File: config.mk
export PLATFORM = sky130hd
export DESIGN_NAME = pipeline_ctrl
export DESIGN_NICKNAME = d
export VERILOG_FILES = /design/src/rtl/pipeline_ctrl_pkg.sv /design/src/rtl/pipeline_ctrl_redirect_hold.sv /design/src/rtl/pipeline_ctrl.sv
export SDC_FILE = /design/constraint.sdc
export NUM_CORES = 1
export LEC_CHECK = 0
export ABC_AREA = 1
export CELL_PAD_IN_SITES_DETAIL_PLACEMENT = 0
export CELL_PAD_IN_SITES_GLOBAL_PLACEMENT = 2
export CORE_MARGIN = 1.5
export CORE_UTILIZATION = 25
export DETAILED_ROUTE_END_ITERATION = 6
export GPL_TIMING_DRIVEN = 0
export HOLD_SLACK_MARGIN = 0.12
export PLACE_DENSITY_LB_ADDON = 0.05
export SYNTH_ARGS = -nofsm -noshare
export SYNTH_HDL_FRONTEND = slang
export SYNTH_SLANG_ARGS = --single-unit
File: constraint.sdc
create_clock -name clk -period 2.3 [get_ports clk]
set_input_delay 0.345 -clock clk [delete_from_list [all_inputs] [get_ports clk]]
set_output_delay 0.345 -clock clk [all_outputs]
set_load 0.05 [all_outputs]
File: src/rtl/pipeline_ctrl_pkg.sv
// Shared types for the pipeline stall/flush sequencer.
package pipeline_ctrl_pkg;

    localparam int XLEN_DEF  = 64;
    localparam int CNT_W_DEF = 32;

    // Sequencer states: normal flow, fence.i drain, icache invalidate, redirect waiting on IF.
    typedef enum logic [1:0] {
        RUN,
        FENCE_WAIT,
        FENCE_INV,
        REDIR_WAIT
    } pipe_ctrl_state_e;

    // Per-stage control pair handed to each pipeline stage.
    typedef struct packed {
        logic ready;
        logic flush;
    } stage_ctrl_t;

endpackage

File: src/rtl/pipeline_ctrl_redirect_hold.sv
// Holds a redirect toward IF until IF is free to accept it. A new request
// always overwrites the held target, so a trap arriving while a branch
// redirect waits replaces it.
module redirect_hold #(
    parameter int XLEN = 64
) (
    input  logic            clk,
    input  logic            rst,
    input  logic            req,
    input  logic [XLEN-1:0] req_target,
    input  logic            if_busy,
    output logic            redir_valid,
    output logic [XLEN-1:0] redir_target
);

    logic            pend_q, pend_d;
    logic [XLEN-1:0] target_q, target_d;

    // Capture new requests, clear the pending flag once IF consumes it.
    always_comb begin
        // NOTE: every combinational output gets a default first so no path leaves it unassigned (no latch).
        pend_d   = pend_q;
        target_d = target_q;
        if (req) begin
            target_d = req_target;
            pend_d   = if_busy;
        end else if (pend_q && !if_busy) begin
            pend_d = 1'b0;
        end
    end

    // Held target and pending flag registers.
    always_ff @(posedge clk) begin
        // NOTE: non-blocking assignments so every flop samples pre-edge values, independent of statement order.
        if (rst) begin
            pend_q   <= 1'b0;
            target_q <= '0;
        end else begin
            pend_q   <= pend_d;
            target_q <= target_d;
        end
    end

    assign redir_valid  = req || pend_q;
    assign redir_target = req ? req_target : target_q;

endmodule

File: src/rtl/pipeline_ctrl.sv
// Central stall/flush sequencer for the 5-stage pipeline: ready chain,
// branch/trap redirects, fence.i drain-invalidate-refetch, ID stall counter.
module pipeline_ctrl
    import pipeline_ctrl_pkg::*;
#(
    parameter int XLEN  = XLEN_DEF,
    parameter int CNT_W = CNT_W_DEF
) (
    input  logic             clk,
    input  logic             rst,
    input  logic             if_busy,
    input  logic             id_valid,
    input  logic             id_fence_i,
    input  logic [XLEN-1:0]  id_pc,
    input  logic             exe_valid,
    input  logic             mem_valid,
    input  logic             wb_valid,
    input  logic             exe_busy,
    input  logic             exe_fw_valid,
    input  logic             mem_busy,
    input  logic             br_req,
    input  logic [XLEN-1:0]  br_target,
    input  logic             trap_req,
    input  logic [XLEN-1:0]  trap_target,
    input  logic             icache_inv_ack,
    output logic             if_ready,
    output logic             id_ready,
    output logic             exe_ready,
    output logic             mem_ready,
    output logic             wb_ready,
    output logic             if_flush,
    output logic             id_flush,
    output logic             exe_flush,
    output logic             mem_flush,
    output logic             redir_valid,
    output logic [XLEN-1:0]  redir_target,
    output logic             icache_inv_req,
    output logic [CNT_W-1:0] stall_cnt
);

    pipe_ctrl_state_e state_q, state_d;
    logic             trap_pend_q, trap_pend_d;
    logic [XLEN-1:0]  trap_tgt_q, trap_tgt_d;
    logic [CNT_W-1:0] stall_q, stall_d;

    logic             mem_rdy, exe_rdy, id_rdy, id_hold;
    logic             rd_req;
    logic [XLEN-1:0]  rd_target;
    stage_ctrl_t      if_c, id_c, exe_c, mem_c;

    // Ready chain: back-pressure propagates from MEM toward IF; fence.i sits in ID until the ack cycle.
    always_comb begin
        mem_rdy = !mem_busy;
        exe_rdy = mem_rdy && !exe_busy && exe_fw_valid;
        id_hold = id_valid && id_fence_i && !(state_q == FENCE_INV && icache_inv_ack);
        id_rdy  = exe_rdy && !id_hold;
    end

    // Next-state, flush and redirect-request logic.
    always_comb begin
        state_d        = state_q;
        trap_pend_d    = trap_pend_q;
        trap_tgt_d     = trap_tgt_q;
        rd_req         = 1'b0;
        rd_target      = '0;
        icache_inv_req = 1'b0;
        if_c           = '{ready: id_rdy,  flush: 1'b0};
        id_c           = '{ready: id_rdy,  flush: 1'b0};
        exe_c          = '{ready: exe_rdy, flush: 1'b0};
        mem_c          = '{ready: mem_rdy, flush: 1'b0};
        unique case (state_q)
            RUN, FENCE_WAIT: begin
                if (trap_req) begin
                    if_c.flush  = 1'b1;
                    id_c.flush  = 1'b1;
                    exe_c.flush = 1'b1;
                    mem_c.flush = 1'b1;
                    rd_req      = 1'b1;
                    rd_target   = trap_target;
                    state_d     = if_busy ? REDIR_WAIT : RUN;
                end else if (br_req && exe_rdy) begin
                    // An older branch in EXE also kills a fence.i waiting in ID.
                    if_c.flush = 1'b1;
                    id_c.flush = 1'b1;
                    rd_req     = 1'b1;
                    rd_target  = br_target;
                    state_d    = if_busy ? REDIR_WAIT : RUN;
                end else if (state_q == RUN) begin
                    if (id_valid && id_fence_i) state_d = FENCE_WAIT;
                end else if (!exe_valid && !mem_valid && !wb_valid) begin
                    state_d = FENCE_INV;
                end
            end
            FENCE_INV: begin
                icache_inv_req = 1'b1;
                // Downstream is empty here; a trap is only remembered for the refetch.
                if (trap_req) begin
                    trap_pend_d = 1'b1;
                    trap_tgt_d  = trap_target;
                end
                if (icache_inv_ack) begin
                    if_c.flush  = 1'b1;
                    rd_req      = 1'b1;
                    rd_target   = trap_req    ? trap_target :
                                  trap_pend_q ? trap_tgt_q  : id_pc + XLEN'(4);
                    trap_pend_d = 1'b0;
                    state_d     = if_busy ? REDIR_WAIT : RUN;
                end
            end
            REDIR_WAIT: begin
                // Younger path is already gone; branches are ignored, traps retarget.
                if_c.flush = 1'b1;
                if (trap_req) begin
                    id_c.flush  = 1'b1;
                    exe_c.flush = 1'b1;
                    mem_c.flush = 1'b1;
                    rd_req      = 1'b1;
                    rd_target   = trap_target;
                end
                if (!if_busy) state_d = RUN;
            end
        endcase
    end

    // Saturating count of cycles where a valid ID instruction cannot advance.
    always_comb begin
        stall_d = stall_q;
        if (id_valid && !id_rdy && stall_q != '1) stall_d = stall_q + CNT_W'(1);
    end

    // State, pending-trap and counter registers.
    always_ff @(posedge clk) begin
        if (rst) begin
            state_q     <= RUN;
            trap_pend_q <= 1'b0;
            trap_tgt_q  <= '0;
            stall_q     <= '0;
        end else begin
            state_q     <= state_d;
            trap_pend_q <= trap_pend_d;
            trap_tgt_q  <= trap_tgt_d;
            stall_q     <= stall_d;
        end
    end

    redirect_hold #(.XLEN(XLEN)) u_redirect_hold (
        .clk         (clk),
        .rst         (rst),
        .req         (rd_req),
        .req_target  (rd_target),
        .if_busy     (if_busy),
        .redir_valid (redir_valid),
        .redir_target(redir_target)
    );

    assign wb_ready  = 1'b1;
    assign mem_ready = mem_c.ready;
    assign exe_ready = exe_c.ready;
    assign id_ready  = id_c.ready;
    assign if_ready  = if_c.ready;
    assign if_flush  = if_c.flush;
    assign id_flush  = id_c.flush;
    assign exe_flush = exe_c.flush;
    assign mem_flush = mem_c.flush;
    assign stall_cnt = stall_q;

endmodule

==> metrics.txt, run 1 <==
register area share after synthesis=0.301; die area=between 40,000 and 50,000 sq um; Reg clk slew, reported paths=~0.07 ns; clock share of power=0.261; worst clock skew=around 0.014 ns; Synth area leader=dfxtp_1; internal power=7.05 mW; crit end category=output port; initial DRC count=~800; P_leak=~7.0 nW; Yosys cell types=53; RSZ-0062 raised after global routing=yes; average vias per placed instance=~4.9; # rows=76; number of flops mapped to enable cells by yosys=0; Die W=between 200 and 250 microns; DR DRC count=0; share of the synthesized area in the top cell type=0.301; worst rel slew slack=0.429; hpwl dp=between 40,000 and 50,000 microns; Routed WL per cell=about 22 microns; PortBufs=311; fin. max-slew vios=0; complex-gate fraction of the synthesized area=0.213; TritonRoute pass-1 iters=5; multi-input logic area=approximately 8300 sq um; Worst EP arrival=around 2.4 ns; NumNets Final=between 2k and 2.5k; Hold Slack=roughly 0.46 ns; vias in the first global route=around 14k; initial antenna violation count=4; PnR worst setup slack=-0.403 ns; Crit Path Max Fanout=5; synthesized cell area=10,900 sq um; Gate power share=0.466; main area contributors after synthesis=dfxtp_1 30%, nand2_1 17%, a21oi_1 9.1%; mux contribution to synthesized area=0.00183; fill cell count=about 4.7k; maximum VDD drop=0.000476 V; worst endpoint required time=1.96 ns; vias after detailed routing=~13k; Design Power=~12 mW; Max-Cap Viols=0; layout cells sized above 1=0.316; synth cell count leaders=485 x nand2_1, 199 x a21oi_1, 183 x nor2_1; Final Non-Filler Cells=about 2.8k; post-synthesis xor/xnor area fraction=0.0377; Crit path max-delay family=simple AND/OR/NAND/NOR gates; root buffer selected by CTS=clkbuf_16; CTS tree=done; Worst-Margin Slew=roughly 0.86 ns; Die Span Y=roughly 210 microns; ys async rst share=0; Startpoint Class=input pin; Adder-Cell Fraction of Synth Area=0.00229; failing checks=negative setup slack; most frequent cell after synthesis=nand2_1; first-pass GRT wire length=87,900 microns; FF+latch count, synth=164; Worst-Skew Late Latency=between 0.4 and 0.5 ns; Main synth FF type=dfxtp_1; Sw Share=0.404; Cell Chain, Critical Path=clkdlybuf4s15_2 -> nand2_1 -> nor2_2 -> nand4_1 -> nor2_1 -> nand3_2 -> xnor2_2 -> o21ai_0 -> nand2_1 -> nand2_2 -> clkinvlp_4 -> buf_8; Area Overhead vs Synth=69.1%; NetSw=about 4.8 mW; sequential power share=0.273; pin count of the biggest net entering global routing=17; warnings from Yosys=0; CP max stage cell=xnor2_2; kind of critical path=input pin to output port; Post-Syn Instances=~1.8k; crit-path max cell delay=0.32 ns; Power Density=640 nW/um^2; Detailed Route WL=around 60,000 microns; Hold Crit Class=flop to flop; Final setup viols=65; WP buf/inv=3; routability cong.=about 0.89; min Tclk post-route=between 2 and 3 ns; Peak Freq=0.370 GHz; placed insts=roughly 2.6k; GRT overflow=0; top-level port count=313; Simple-Gate Fraction of Synth Area=0.349; core area=roughly 43,000 sq um; main combinational cell family by area after synthesis=simple AND/OR/NAND/NOR gates; status=finished with violations; Post-CTS Hold Fix Bufs=0; final period utilization=1.18; syn nets=roughly 2.0k; Clock Tree Buf Depth=2; Seq. cell area=between 3000 and 4000 sq um; clock sinks=between 150 and 200; Syn Area/Cell=6.24 sq um; GRT Resource Usage Total=0.270; most used cell along the critical path=nand2_1; post-route ant nets=0; CTS Buf Count=17; Final Hold Vio Count=0; initial core utilization=0.254; H-Tree Depth=4; Final Core Density=0.429
==> what timing repair did <==
item,4_1_cts,5_1_grt
setup endpoints to repair,117,123
gates resized for setup,997,191
buffers inserted,52,24
pin swaps,60,61
cloned,3,6
==> worst register-to-register path, delay by kind of cell (launching register included) <==
| family | cells | cell delay, ns |
|---|---|---|
| and+or+nand+nor | 2 | 0.27 |
| buffers and inverters | 6 | 1.28 |
| AOI/OAI and AO/OA | 1 | 0.15 |
| DFF | 1 | 0.33 |
==> cell families (layout without fill, tap and decap cells) <==
family	after synthesis	after routing
adder cells (fa/ha/maj)	2	2
AO/OA/AOI/OAI	401	401
buffers and inverters	247	670
flip-flops	164	164
other	1	2
multiplexers	2	2
AND/OR/NAND/NOR	888	888
XOR/XNOR	47	47
==> routing by layer <==
layer / routed length (microns) / track usage / vias to the layer above
li1: - / - / 6612
met1: 27600 / 0.353 / 6421
met2: 28300 / 0.446 / 378
met3: 3280 / 0.0504 / 81
met4: 1870 / 0.0921 / 6
met5: 41 / 0 / -
==> final timing paths <==
kind                                  to                         from  slack [ns]  cells past startpoint
max                     redir_target[51]                    id_pc[42]       -0.40                     12
min          trap_tgt_q[35]$_SDFFE_PP0P_  trap_tgt_q[35]$_SDFFE_PP0P_        0.46                      2
max reg2reg  trap_tgt_q[34]$_SDFFE_PP0P_      state_q[1]$_SDFFE_PP0P_        0.18                      9
min reg2reg  trap_tgt_q[35]$_SDFFE_PP0P_  trap_tgt_q[35]$_SDFFE_PP0P_        0.46                      2
==> area by class of cell <==
class                      instances  share of cell area
buffer                            93              0.0390
antenna                            1            0.000135
tap                              585              0.0396
multi-input combinational       1341               0.452
timing repair buffer             394               0.225
clock buffer                      21              0.0244
sequential                       164               0.178
inverter                         151              0.0345
clock inverter                    11             0.00813
==> state kept, by name, summed over array words and instances, names as in the netlist <==
signal / count
u_redirect_hold.target_q: 64
u_redirect_hold.pend_q: 1
stall_cnt: 32
state_q: 2
trap_tgt_q: 64
trap_pend_q: 1
==> stage by stage <==
step                      cell area [sq um]  worst slack [ns]  setup TNS (ns)
after floorplan                       11500            -0.360          -23.46
after global placement                15400             -1.84         -154.06
after detailed placement              15400             -1.84         -154.80
after CTS                             17700            -0.414          -22.03
after global routing                  18500            -0.459          -24.31
final                                 18500            -0.403          -19.86
==> power by group through the flow <==
stage	registers, mW	clock network [mW]	logic, mW
after floorplan	3.25	0	2.71
after global placement	3.25	0	4.40
after detailed placement	3.25	0	4.40
after CTS	3.21	3.14	5.17
after global routing	3.25	3.28	5.79
final	3.22	3.08	5.51
==> cell usage in the layout, fill, tap and decap left out, drive strengths merged, types with 5 or more instances in the layout <==
| cell | netlist | routed |
|---|---|---|
| clkinvlp | 0 | 8 |
| nand4 | 35 | 35 |
| nor3 | 28 | 28 |
| xnor2 | 8 | 8 |
| xor2 | 39 | 39 |
| nand3 | 87 | 87 |
| and2 | 23 | 23 |
| or2 | 10 | 10 |
| clkdlybuf4s50 | 0 | 176 |
| nor2 | 201 | 201 |
| a21oi | 211 | 211 |
| clkdlybuf4s15 | 0 | 37 |
| clkinv | 1 | 5 |
| inv | 150 | 146 |
| clkbuf | 48 | 79 |
| nand2 | 492 | 492 |
| dfxtp | 164 | 164 |
| nor4 | 9 | 9 |
| a31oi | 9 | 9 |
| dlygate4sd2 | 0 | 7 |
| o21ai | 107 | 107 |
| a32o | 25 | 25 |
| buf | 48 | 205 |
| o211ai | 34 | 34 |
No activity file was read; power rests on OpenSTA's default activity.
==> run 2: changes to the inputs <==
--- a/config.mk
+++ b/config.mk
@@ -11,7 +11,7 @@
 export CORE_MARGIN = 1.5
 export CORE_UTILIZATION = 25
 export DETAILED_ROUTE_END_ITERATION = 6
-export GPL_TIMING_DRIVEN = 0
+export GPL_TIMING_DRIVEN = 1
 export HOLD_SLACK_MARGIN = 0.12
 export PLACE_DENSITY_LB_ADDON = 0.05
 export SYNTH_ARGS = -nofsm -noshare
==> run 2 against run 1 <==
Against the previous run: the run still ends with negative setup slack left; core utilization is 5.5 points higher; worst hold slack worse by 0.066 ns; global-route usage decreased by 2.1 points; wire length decreased by 7.6%; non-clock buffer count up 188; final cell count is 6.8% higher; combinational power rose by 11%; clock power is 4% lower; die area did not move; largest cell class unchanged.
==> metrics.txt, run 2 (synthesis gave the netlist of run 1 again) <==
failing checks=negative setup slack; GRT overflow=0 (unchanged); r2r startpoint=stall_cnt[3]$_SDFFE_PP0P_; FF-to-FF setup slack=0.18 ns (about the same); Max-Cap Viols=0 (unchanged); multi-input logic area=8590 sq um (+2.9%); Die W=212 microns (unchanged); initial antenna violation count=5 (+1); core area=43,100 sq um (unchanged); worst endpoint required time=1.96 ns (about the same); GRT Resource Usage Total=0.250 (-0.0205); Reg clk slew, reported paths=0.07 ns (about the same); vias after detailed routing=13.9k (+3.3%); top-level port count=313 (unchanged); PortBufs=311 (unchanged); CTS tree=done; most frequent cells in the layout=343 x nand2_1, 310 x buf_4, 172 x clkdlybuf4s50_1; Final Core Density=0.484 (+0.0552); CTS Buf Count=17 (unchanged); clock sinks=164 (unchanged); die area=45,000 sq um (unchanged); min Tclk post-route=2.58 ns (-0.121 ns); Crit Path Max Fanout=15 (+10); hold path depth=5 (+3); Startpoint Class=flop; Die Span Y=212 microns (unchanged); average vias per placed instance=4.73 (-3.2%); hpwl dp=42,400 microns (-12%); dpl ws=-0.945 ns (+0.895 ns); commonest non-fill, non-tap cell in the layout=nand2_1; vias in the first global route=13.7k (+1.1%); Worst-Margin Slew=0.622 ns (-0.235 ns); Final Hold Vio Count=0 (unchanged); # rows=76 (unchanged); Area Overhead vs Synth=90.9%; Worst-Skew Late Latency=0.48 ns (+0.02 ns); worst clock skew=0.00828 ns (-0.00533 ns); Seq. cell area=3290 sq um (about the same); NumNets Final=2,558 (+7.9%); Worst EP arrival=2.24 ns (-0.12 ns); layout cells sized above 1=0.412 (+0.0959); RR Endpoint=stall_cnt[10]$_SDFFE_PP0P_; hold path start=rst; Detailed Route WL=56,500 microns (-7.6%); TritonRoute pass-1 iters=5 (unchanged); fill cell count=4,395 (-5.9%); Hold Crit Class=input pin to flop; RSZ-0062 raised after global routing=yes; pin count of the biggest net entering global routing=94 (+77); Hold Slack=0.390 ns (-0.0655 ns); worst rel slew slack=0.585 (+0.156); Design Power=12.3 mW (+3.8%); Final setup viols=64 (-1.5%); Routed WL per cell=19.2 microns (-14%); TNS Setup=-9.97 ns (+9.89 ns); Hold Path End=stall_cnt[12]$_SDFFE_PP0P_; final period utilization=1.12 (-0.0525); Final Non-Filler Cells=2,949 (+6.8%); Post-CTS Hold Fix Bufs=0 (unchanged); Clock Tree Buf Depth=2 (unchanged); Reg2Reg Depth=8 (-1); DR DRC count=0 (unchanged); Power Density=588 nW/um^2 (-8.1%); initial core utilization=0.254 (unchanged); initial DRC count=765 (-6.3%); H-Tree Depth=4 (unchanged); maximum VDD drop=0.000527 V (+11%); placed insts=2,842 (+7.3%); crit end category=output port; post-route ant nets=0 (unchanged); fin. max-slew vios=0 (unchanged); root buffer selected by CTS=clkbuf_16; first-pass GRT wire length=83,300 microns (-5.2%); P_leak=8.45 nW (+20%); status=finished with violations; PnR worst setup slack=-0.282 ns (+0.121 ns); routability cong.=0.870 (-2.4%); Peak Freq=0.387 GHz (+4.7%); kind of critical path=flop to output port; Cell Area, Placed=17,900 sq um (+16%); Design Area, Final=20,900 sq um (+13%)
-- run 2: changes by cell type in the layout (fill, tap and decap cells not counted), moves of 26 or more --
| cell | delta |
|---|---|
| buf_12 | +71 |
| buf_4 | +232 |
| buf_8 | -26 |
| clkbuf_1 | -26 |
| clkdlybuf4s15_2 | -34 |
| nand2_1 | -53 |
| nand2_2 | +29 |
-- run 2: repair_timing --
item | in CTS | in global routing
gates resized for setup | 492 | 306
pin swaps | 129 | 112
setup buffers | 45 | 26
setup endpoints to repair | 69 | 68
cloned | 6 | 4
-- run 2: how the worst max path moves through the flow --
| stage | from | to | slack [ns] | cells after the start |
|---|---|---|---|---|
| 2_1_floorplan | mem_busy | u_redirect_hold.target_q[61]$_SDFF_PP0_ | -0.36 | 11 |
| 3_3_place_gp | id_pc[8] | redir_target[20] | -0.98 | 13 |
| 4_1_cts | state_q[1]$_SDFFE_PP0P_ | redir_target[15] | -0.31 | 10 |
| 6_report | state_q[1]$_SDFFE_PP0P_ | redir_target[41] | -0.28 | 11 |
| 5_1_grt | state_q[1]$_SDFFE_PP0P_ | redir_target[41] | -0.35 | 11 |
| 3_5_place_dp | id_pc[8] | redir_target[20] | -0.95 | 13 |
-- run 2: critical path, stage by stage, from the launching register on --
cell and delay, ns:
dfxtp_4 0.38, inv_4 0.05, buf_4 0.19, nor2_4 0.13, inv_4 0.10, buf_12 0.17
buf_4 0.16, a21oi_1 0.18, nand2_1 0.09, o21ai_2 0.09, inv_4 0.05, buf_12 0.14
-- run 2: power breakdown --
part           switching (mW)  internal (mW)  leakage (nW)
registers               0.123           3.09          1.34
clock network            1.34           1.62         0.272
logic                    3.30           2.80          6.83
total                    4.76           7.51          8.45
-- run 2: area by class of cell --
cell class                 instances  area share
clock buffer                      20      0.0214
clock inverter                    12     0.00630
multi-input combinational       1341       0.412
timing repair buffer             675       0.336
inverter                         151      0.0310
tap                              585      0.0351
sequential                       164       0.158
antenna                            1    0.000120
-- run 2: metal layers --
metal  global-route usage  up-vias  wire length [microns]
li1                     -     6981                      -
met2                0.424      288                  27500
met4               0.0702        8                   1050
met1                0.322     6618                  25500
met5                    0        -                     46
met3               0.0461       54                   2340
==> run 3: changes to the inputs <==
--- a/config.mk
+++ b/config.mk
@@ -10,6 +10,7 @@
 export CELL_PAD_IN_SITES_GLOBAL_PLACEMENT = 2
 export CORE_MARGIN = 1.5
 export CORE_UTILIZATION = 25
+export CTS_BUF_LIST = sky130_fd_sc_hd__clkbuf_8
 export DETAILED_ROUTE_END_ITERATION = 6
 export GPL_TIMING_DRIVEN = 1
 export HOLD_SLACK_MARGIN = 0.12
==> run 3 against run 2 <==
Against the previous run: the flow still finishes with violations (negative setup slack); wire length fell by 2.2%; non-clock buffer count decreased by 19; die area unchanged; final cell count fell by 0.64%; cell area down 4.3%; worst setup slack worse by 0.084 ns; sequential cell count stayed put; worst hold slack worse by 0.073 ns; count of clock-buffer cells in the layout is 2 lower; via count is 1.8% lower; power decreased by 7.3%; clock skew is 0.0089 ns higher; critical endpoint is now redir_target[43]; highest routed layer unchanged.
==> metrics.txt, run 3 (synthesis gave the netlist of run 1 again) <==
status=finished with violations; failing checks=negative setup slack; first-pass GRT wire length=82,500 microns (-1.0%); fill cell count=4,472 (+1.8%); vias in the first global route=13.6k (-0.41%); Seq. cell area=3290 sq um (about the same); core area=43,100 sq um (unchanged); most frequent cells in the layout=381 x nand2_1, 287 x buf_4, 172 x clkdlybuf4s50_1; Reg clk slew, reported paths=0.10 ns (+0.03 ns); commonest non-fill, non-tap cell in the layout=nand2_1; crit end category=output port; PnR worst setup slack=-0.365 ns (-0.0835 ns); layout cells sized above 1=0.368 (-0.0444); multi-input logic area=8070 sq um (-6.0%); worst rel slew slack=0.584 (-0.00168); Worst-Skew Late Latency=0.55 ns (+0.07 ns); GRT overflow=0 (unchanged); Final Hold Vio Count=0 (unchanged); dpl ws=-0.945 ns (unchanged); root buffer selected by CTS=clkbuf_8; Hold Slack=0.317 ns (-0.0728 ns); final period utilization=1.16 (+0.0363); min Tclk post-route=2.67 ns (+0.0835 ns); Detailed Route WL=55,300 microns (-2.2%); GRT met2 Usage=0.421 (-0.00362); met1 Use GR=0.317 (-0.00448); post-route ant nets=0 (unchanged); vias after detailed routing=13.7k (-1.8%); # rows=76 (unchanged); PortBufs=311 (unchanged); GRT Resource Usage Total=0.247 (-0.00277); Crit Path Max Fanout=25 (+10); Worst-Margin Slew=0.625 ns (+0.00253 ns); routability cong.=0.870 (unchanged); Hold Crit Class=input pin to flop; Die W=212 microns (unchanged); Startpoint Class=flop; DR DRC count=0 (unchanged); Final setup viols=67 (+4.7%); average vias per placed instance=4.67 (-1.2%); CTS Buf Count=17 (unchanged); Area Overhead vs Synth=82.7%; met3 Use GR=0.0443 (-0.00177); clock sinks=164 (unchanged); initial antenna violation count=4 (-1); pin count of the biggest net entering global routing=94 (unchanged); TNS Setup=-16.61 ns (-6.64 ns); Post-CTS Hold Fix Bufs=0 (unchanged); worst clock skew=0.0172 ns (+0.00893 ns); Routed WL per cell=18.9 microns (-1.5%); Power Density=570 nW/um^2 (-3.2%); worst endpoint required time=1.96 ns (about the same); Clock Tree Buf Depth=2 (unchanged); Peak Freq=0.375 GHz (-3.1%); kind of critical path=flop to output port; Die Span Y=212 microns (unchanged); initial DRC count=793 (+3.7%); maximum VDD drop=0.000403 V (-24%); Design Power=11.4 mW (-7.3%); NumNets Final=2,539 (-0.74%); H-Tree Depth=4 (unchanged); initial core utilization=0.254 (unchanged); TritonRoute pass-1 iters=5 (unchanged); Worst EP arrival=2.32 ns (+0.08 ns); die area=45,000 sq um (unchanged); hpwl dp=42,400 microns (unchanged); most used routing layer=met2; Max-Cap Viols=0 (unchanged); CTS tree=done; RSZ-0062 raised after global routing=yes; fin. max-slew vios=0 (unchanged); top-level port count=313 (unchanged); P_leak=8.01 nW (-5.2%)
-- run 3: metrics by stage --
stage          cell area, sq um  cells   util
6_report                  20000   2930  0.463
5_1_grt                   20000   2930  0.463
4_1_cts                   19400   2915  0.450
3_5_place_dp              17900   2842  0.416
3_3_place_gp              17900   2842  0.416
2_1_floorplan             11500   1752      -
-- run 3: final cells by class --
class | instances | share of cell area
antenna | 1 | 0.000125
timing repair buffer | 656 | 0.343
inverter | 151 | 0.0321
multi-input combinational | 1341 | 0.404
clock buffer | 18 | 0.0124
clock inverter | 14 | 0.00696
tap | 585 | 0.0367
sequential | 164 | 0.165
-- run 3: path summary, 6_finish.rpt --
check / slack (ns) / startpoint / cells after the start / end
worst max register to register: 0.17 / stall_cnt[3]$_SDFFE_PP0P_ / 8 / stall_cnt[10]$_SDFFE_PP0P_
worst max-delay path: -0.37 / state_q[1]$_SDFFE_PP0P_ / 9 / redir_target[43]
worst min register to register: 0.46 / trap_tgt_q[50]$_SDFFE_PP0P_ / 2 / trap_tgt_q[50]$_SDFFE_PP0P_
worst min-delay path: 0.32 / rst / 5 / stall_cnt[12]$_SDFFE_PP0P_
-- run 3: where the power goes --
| part | switching [mW] | internal, mW | leakage [nW] | total (mW) |
|---|---|---|---|---|
| registers | 0.124 | 3.09 | 1.34 | 3.21 |
| clock network | 1.25 | 0.981 | 0.193 | 2.23 |
| logic | 3.21 | 2.72 | 6.47 | 5.93 |
-- run 3: what timing repair did --
| action | in CTS | in global routing |
|---|---|---|
| pin swaps | 98 | 59 |
| endpoints found under the hold margin | 0 | 0 |
| cloned | 6 | 2 |
| resized for setup | 361 | 180 |
| setup endpoints to repair | 69 | 68 |
| buffers inserted | 38 | 14 |
-- run 3: metal layers --
| metal | part of all wire | wire length, microns |
|---|---|---|
| met1 | 0.45 | 25100 |
| met3 | 0.041 | 2280 |
| met2 | 0.48 | 26700 |
| met4 | 0.019 | 1060 |
| met5 | 0.00076 | 42 |
-- run 3: critical path, cell delays in order, from the launching register on --
cell and delay (ns):
dfxtp_4 0.39, inv_4 0.05, nor2_8 0.13, o22ai_4 0.10, nor2_4 0.21, buf_12 0.19
buf_16 0.20, a21oi_1 0.10, a21oi_4 0.21, buf_12 0.16
